===== config.mk =====
export PLATFORM = sky130hd
export DESIGN_NAME = gat_feat_bram_reader
export DESIGN_NICKNAME = d
export VERILOG_FILES = /design/src/rtl/gat_feat_bram_reader.sv
export SDC_FILE = /design/constraint.sdc
export NUM_CORES = 1
export LEC_CHECK = 0
export ABC_CLOCK_PERIOD_IN_PS = 3800
export CORE_MARGIN = 2
export CORE_UTILIZATION = 55
export CTS_CLUSTER_DIAMETER = 150
export DETAILED_ROUTE_END_ITERATION = 16
export PLACE_DENSITY_LB_ADDON = 0.25
export SYNTH_ARGS = -nofsm -noshare
export SYNTH_HDL_FRONTEND = slang
export SYNTH_SLANG_ARGS = --single-unit

===== constraint.sdc =====
create_clock -name clk -period 3.8 [get_ports clk]
set_input_delay 0.76 -clock clk [delete_from_list [all_inputs] [get_ports clk]]
set_output_delay 0.76 -clock clk [all_outputs]
set_load 0.05 [all_outputs]

===== src/rtl/gat_feat_bram_reader.sv =====
// gat_feat_bram_reader: sweeps BRAM port B after gat_ready and streams the words out with row-end marking
module gat_feat_bram_reader #(
    parameter int NEW_FEATURE_WIDTH  = 32,
    parameter int NUM_SUBGRAPHS      = 2708,
    parameter int NUM_FEATURE_OUT    = 16,
    parameter int NEW_FEATURE_DEPTH  = NUM_SUBGRAPHS * NUM_FEATURE_OUT,
    parameter int NEW_FEATURE_ADDR_W = $clog2(NEW_FEATURE_DEPTH),
    parameter int BRAM_RD_LAT        = 2,
    parameter int FIFO_DEPTH         = 4
) (
    input  logic                            clk,
    input  logic                            rst,
    input  logic                            start,
    input  logic                            gat_ready,
    output logic                            busy,
    output logic                            done,
    output logic [NEW_FEATURE_ADDR_W+1:0]   feat_bram_addrb,
    input  logic [NEW_FEATURE_WIDTH-1:0]    feat_bram_dout,
    output logic [NEW_FEATURE_WIDTH-1:0]    m_tdata,
    output logic                            m_tvalid,
    input  logic                            m_tready,
    output logic                            m_tlast
);
    localparam int PW   = $clog2(FIFO_DEPTH);
    localparam int CW   = $clog2(FIFO_DEPTH + 1);
    localparam int COLW = NUM_FEATURE_OUT > 1 ? $clog2(NUM_FEATURE_OUT) : 1;
    localparam logic [NEW_FEATURE_ADDR_W-1:0] LAST_IDX = NEW_FEATURE_ADDR_W'(NEW_FEATURE_DEPTH - 1);
    localparam logic [COLW-1:0] LAST_COL = COLW'(NUM_FEATURE_OUT - 1);

    typedef enum logic [2:0] {IDLE, WAIT_RDY, ISSUE, DRAIN, DONE} state_t;

    state_t                         state_q, state_d;
    logic [NEW_FEATURE_ADDR_W-1:0]  rd_idx_q;
    logic [NEW_FEATURE_ADDR_W+1:0]  addrb_q;
    logic [BRAM_RD_LAT-1:0]         tag_q;
    logic [BRAM_RD_LAT:0]           tag_sh;
    logic [NEW_FEATURE_WIDTH-1:0]   mem_q [FIFO_DEPTH];
    logic [PW-1:0]                  wr_ptr_q, rd_ptr_q;
    logic [CW-1:0]                  cnt_q, inflight;
    logic [COLW-1:0]                col_q;
    logic                           issue, push, pop;

    // Reads still travelling through the BRAM pipeline hold FIFO credit until captured.
    always_comb begin
        inflight = '0;
        for (int i = 0; i < BRAM_RD_LAT; i++) inflight = inflight + CW'(tag_q[i]);
    end

    assign issue           = (state_q == ISSUE) && (32'(cnt_q) + 32'(inflight) < FIFO_DEPTH);
    assign tag_sh          = {tag_q, issue};
    assign push            = tag_q[BRAM_RD_LAT-1];
    assign m_tvalid        = cnt_q != '0;
    assign pop             = m_tvalid && m_tready;
    assign m_tdata         = m_tvalid ? mem_q[rd_ptr_q] : '0;
    assign m_tlast         = m_tvalid && (col_q == LAST_COL);
    assign feat_bram_addrb = addrb_q;
    assign busy            = state_q != IDLE;
    assign done            = state_q == DONE;

    // Next-state: sweep runs once per start, drains the pipeline and FIFO, then pulses done.
    always_comb begin
        state_d = state_q;
        case (state_q)
            IDLE:     state_d = start ? WAIT_RDY : IDLE;
            WAIT_RDY: state_d = gat_ready ? ISSUE : WAIT_RDY;
            ISSUE:    state_d = (issue && rd_idx_q == LAST_IDX) ? DRAIN : ISSUE;
            DRAIN:    state_d = (inflight == '0 && cnt_q == '0) ? DONE : DRAIN;
            DONE:     state_d = IDLE;
            default:  state_d = IDLE;
        endcase
    end

    // State register.
    always_ff @(posedge clk) begin
        if (rst) state_q <= IDLE;
        else     state_q <= state_d;
    end

    // Read issue, latency tags, FIFO pointers and row column counter.
    always_ff @(posedge clk) begin
        if (rst) begin
            rd_idx_q <= '0;
            addrb_q  <= '0;
            tag_q    <= '0;
            wr_ptr_q <= '0;
            rd_ptr_q <= '0;
            cnt_q    <= '0;
            col_q    <= '0;
        end else begin
            if (state_q == IDLE && start) rd_idx_q <= '0;
            else if (issue)               rd_idx_q <= rd_idx_q + 1'b1;
            if (issue) addrb_q <= {rd_idx_q, 2'b00};
            tag_q    <= tag_sh[BRAM_RD_LAT-1:0];
            wr_ptr_q <= wr_ptr_q + PW'(push);
            rd_ptr_q <= rd_ptr_q + PW'(pop);
            cnt_q    <= cnt_q + CW'(push) - CW'(pop);
            if (pop) col_q <= (col_q == LAST_COL) ? '0 : col_q + 1'b1;
        end
    end

    // FIFO storage; captures BRAM data as the matching tag leaves the pipeline.
    always_ff @(posedge clk) begin
        if (push) mem_q[wr_ptr_q] <= feat_bram_dout;
    end

    // Credit accounting must never let a capture land in a full FIFO.
    a_no_overflow: assert property (@(posedge clk) disable iff (rst)
        !(push && !pop && cnt_q == CW'(FIFO_DEPTH)));
endmodule

==> results.json <==
{
  "result_of_the_run": "finished, final reports clean",
  "worst_slew_pin_slew_ns": 1.04,
  "synth_most_common_cell": "edfxtp_1",
  "maximum_fanout_along_the_worst_path": 34,
  "leakagePower_nw": 2.80,
  "clock-skew-final_ns": 0.00487,
  "cts_root_buffer": "clkbuf_16",
  "setup.worst_path.start_class": "register",
  "dp.final_hpwl_mm": 8.00,
  "cts-buffers-inserted": 17,
  "final-setup-viol-count": 0,
  "synthesis.area_um2": 7050,
  "internal_power_mw": 3.81,
  "area_of_the_die_um2": 13700,
  "slew_violations": 0,
  "clock_sinks": 176,
  "areaGrowthSynthToFinish_pct": 23.0,
  "routedWlPerCell_um": 18.0,
  "postSynth.asyncResetShare": 0,
  "antenna_diodes": 0,
  "drtAntennaViolNets": 0,
  "fp-row-count": 41,
  "tightest_slew_margin_relative_to_the_limit": 0.306,
  "tritoncts": "yes",
  "rsz0062_at_grt": "no",
  "number_of_global_route_vias_before_repair": 4078,
  "synthCells": 461,
  "drv_cap": 0,
  "final_count_of_hold_timing_violations": 0,
  "cts_resized": 0,
  "unique_masters_post_synth": 46,
  "postLayoutCoreUtil": 0.690,
  "clockPowerShare": 0.302,
  "start_util": 0.561,
  "layout.nets": 598,
  "criticalPathCategory": "register to output port",
  "io_pins": 91,
  "netlist_top_cells_area": "edfxtp_1 54%, dfxtp_1 14%, mux4_2 10%",
  "sequentialPowerShare": 0.379,
  "initialDrtViolationCount": 295,
  "ys_dominant_reg_cell": "edfxtp_1",
  "wire_length_of_the_first_global_routing_pass_mm": 21.1,
  "drt_pass1_iterations": 5,
  "fmax_mhz": 280,
  "net-switching-power_mw": 1.83,
  "final_min_period_over_clock_period": 0.941,
  "synth-seq-area-share": 0.681,
  "io_buffers": 88,
  "largest_net_degree_at_the_start_of_global_routing": 35,
  "synth_seq_cells": 176,
  "synthTopCellsByCount": "128 x edfxtp_1, 48 x dfxtp_1, 43 x nand2_1",
  "post-synth-top-area-fraction": 0.545,
  "post-cts-setup-buffers": 0,
  "shortest_period_the_worst_path_allows_ns": 3.58,
  "synth-warning-count": 0,
  "antenna_found_initial": 0,
  "die_h_um": 117,
  "clock_path_buffers": 2,
  "worst_setup_path_end_kind": "output port",
  "grtUsageTotal": 0.207,
  "place.gp.congestion": 0.753,
  "clock_latency_on_the_worst_skew_pair_ns": 0.42,
  "synth_edf_count": 128,
  "critical_path_required_ns": 3.04,
  "cts.reportedPaths.clkPinSlew_ns": 0.06,
  "synth.largest_area_cell": "edfxtp_1",
  "crit_arrival_ns": 2.82,
  "share_comb_of_total_power": 0.319,
  "remaining_drc_errors": 0,
  "net_switching_fraction_of_the_power": 0.324,
  "totalWireLength_mm": 13.2,
  "floorplan.core_area_um2": 12600,
  "grt_overflow": 0,
  "cts_htree_levels": 4,
  "die_x_um": 117,
  "irDropWorstVdd_uv": 319,
  "powerDensity_nw_per_um2": 651,
  "dr_total_vias": 4065,
  "hold_class": "register to register",
  "fin_setup_tns_ns": 0,
  "holdBufCountCts": 0,
  "synthesis.area_per_instance_um2": 15.3,
  "layout-drive-gt1-share": 0.142,
  "route.detailed.vias_per_inst": 5.52
}
cells by family after synthesis:
group	synth area share
XOR/XNOR	0.0112
flip-flops	0.681
adder cells (fa/ha/maj)	0.0188
AO/OA/AOI/OAI	0.0408
AND/OR/NAND/NOR	0.121
multiplexers	0.104
buffers and inverters	0.0231
other	0.000532
cells in the final DEF, fill, tap and decap left out, types with 2 or more instances in the layout:
cell             Yosys  routed
nand4_4              2       2
ha_1                 9       9
clkbuf_1            12       5
dfxtp_1             48      46
o31ai_1              8       8
clkinv_2             0       2
clkdlybuf4s50_1      0      88
and3_1               3       2
or3_1                4       4
a21oi_1             33      33
nor2_1              18      17
o21ai_0              5       5
nor4_1               2       2
dfxtp_2              0       2
edfxtp_1           128     128
nor3b_1              3       2
nand4_1              4       4
clkbuf_8             0       4
inv_1               10      10
xor2_1               2       2
bufinv_16            0       2
and2_1              32      32
nand2b_1             2       2
nand2_1             43      43
conb_1               1       2
xnor2_1              7       7
clkbuf_16            0      17
buf_4                3       6
mux4_2              32      32
nor2b_1              4       4
or4_1                9       9
nor3_1               3       2
nand3_1              9       9
sequential cells by signal, summed over array words and instances, names as in the netlist:
signal / flops
mem_q: 128
rd_ptr_q: 2
col_q: 4
feat_bram_addrb: 16
state_q: 3
cnt_q: 3
wr_ptr_q: 2
tag_q: 2
rd_idx_q: 16
final cells by class:
type	instances	area (µm²)
Sequential cell	176	4810
Fill cell	857	3890
Multi-Input combinational cell	252	2110
Timing Repair Buffer	94	926
Clock buffer	26	499
Tap cell	172	215
Clock inverter	6	81.3
Inverter	10	37.5
per-stage QoR:
stage	cell area [µm²]	cells	power (mW)	worst slack, ns	hold slack [ns]
after global routing	8670	736	5.88	0.0358	0.484
after floorplan	7060	462	3.46	0.460	0.441
after global placement	8090	704	3.98	0.760	0.445
after CTS	8670	736	5.69	0.163	0.461
after detailed placement	8090	704	4.01	0.627	0.449
final	8670	736	5.64	0.224	0.458
per-layer routing:
layer	vias up	track usage	wire length, µm
met5	-	0	0
met4	0	0.0839	244
met3	18	0.0520	873
met2	129	0.343	6660
met1	2003	0.265	5440
li1	1915	-	-
final timing paths:
kind	from	to	slack, ns	depth (start not counted)
setup / recovery	cnt_q[2]	m_tdata[30]	0.22	4
hold / removal	feat_bram_addrb[4]	feat_bram_addrb[4]	0.46	2
setup reg to reg	cnt_q[2]	cnt_q[2]	1.14	9
hold reg to reg	feat_bram_addrb[4]	feat_bram_addrb[4]	0.46	2
power by group through the flow:
stage          combinational (mW)  sequential, mW  clock, mW
2_1_floorplan                1.30            2.16          0
3_3_place_gp                 1.80            2.18          0
3_5_place_dp                 1.82            2.18          0
4_1_cts                      1.83            2.14       1.72
5_1_grt                      1.93            2.14       1.81
6_report                     1.80            2.14       1.70
worst max-delay path, cell delays in order (launching register included):
cell and delay [ns]:
dfxtp_1 0.45, nor3_1 0.13, inv_1 0.68, and2_1 0.29, clkdlybuf4s50_1 0.81
Power figures use the tool's default switching activity.
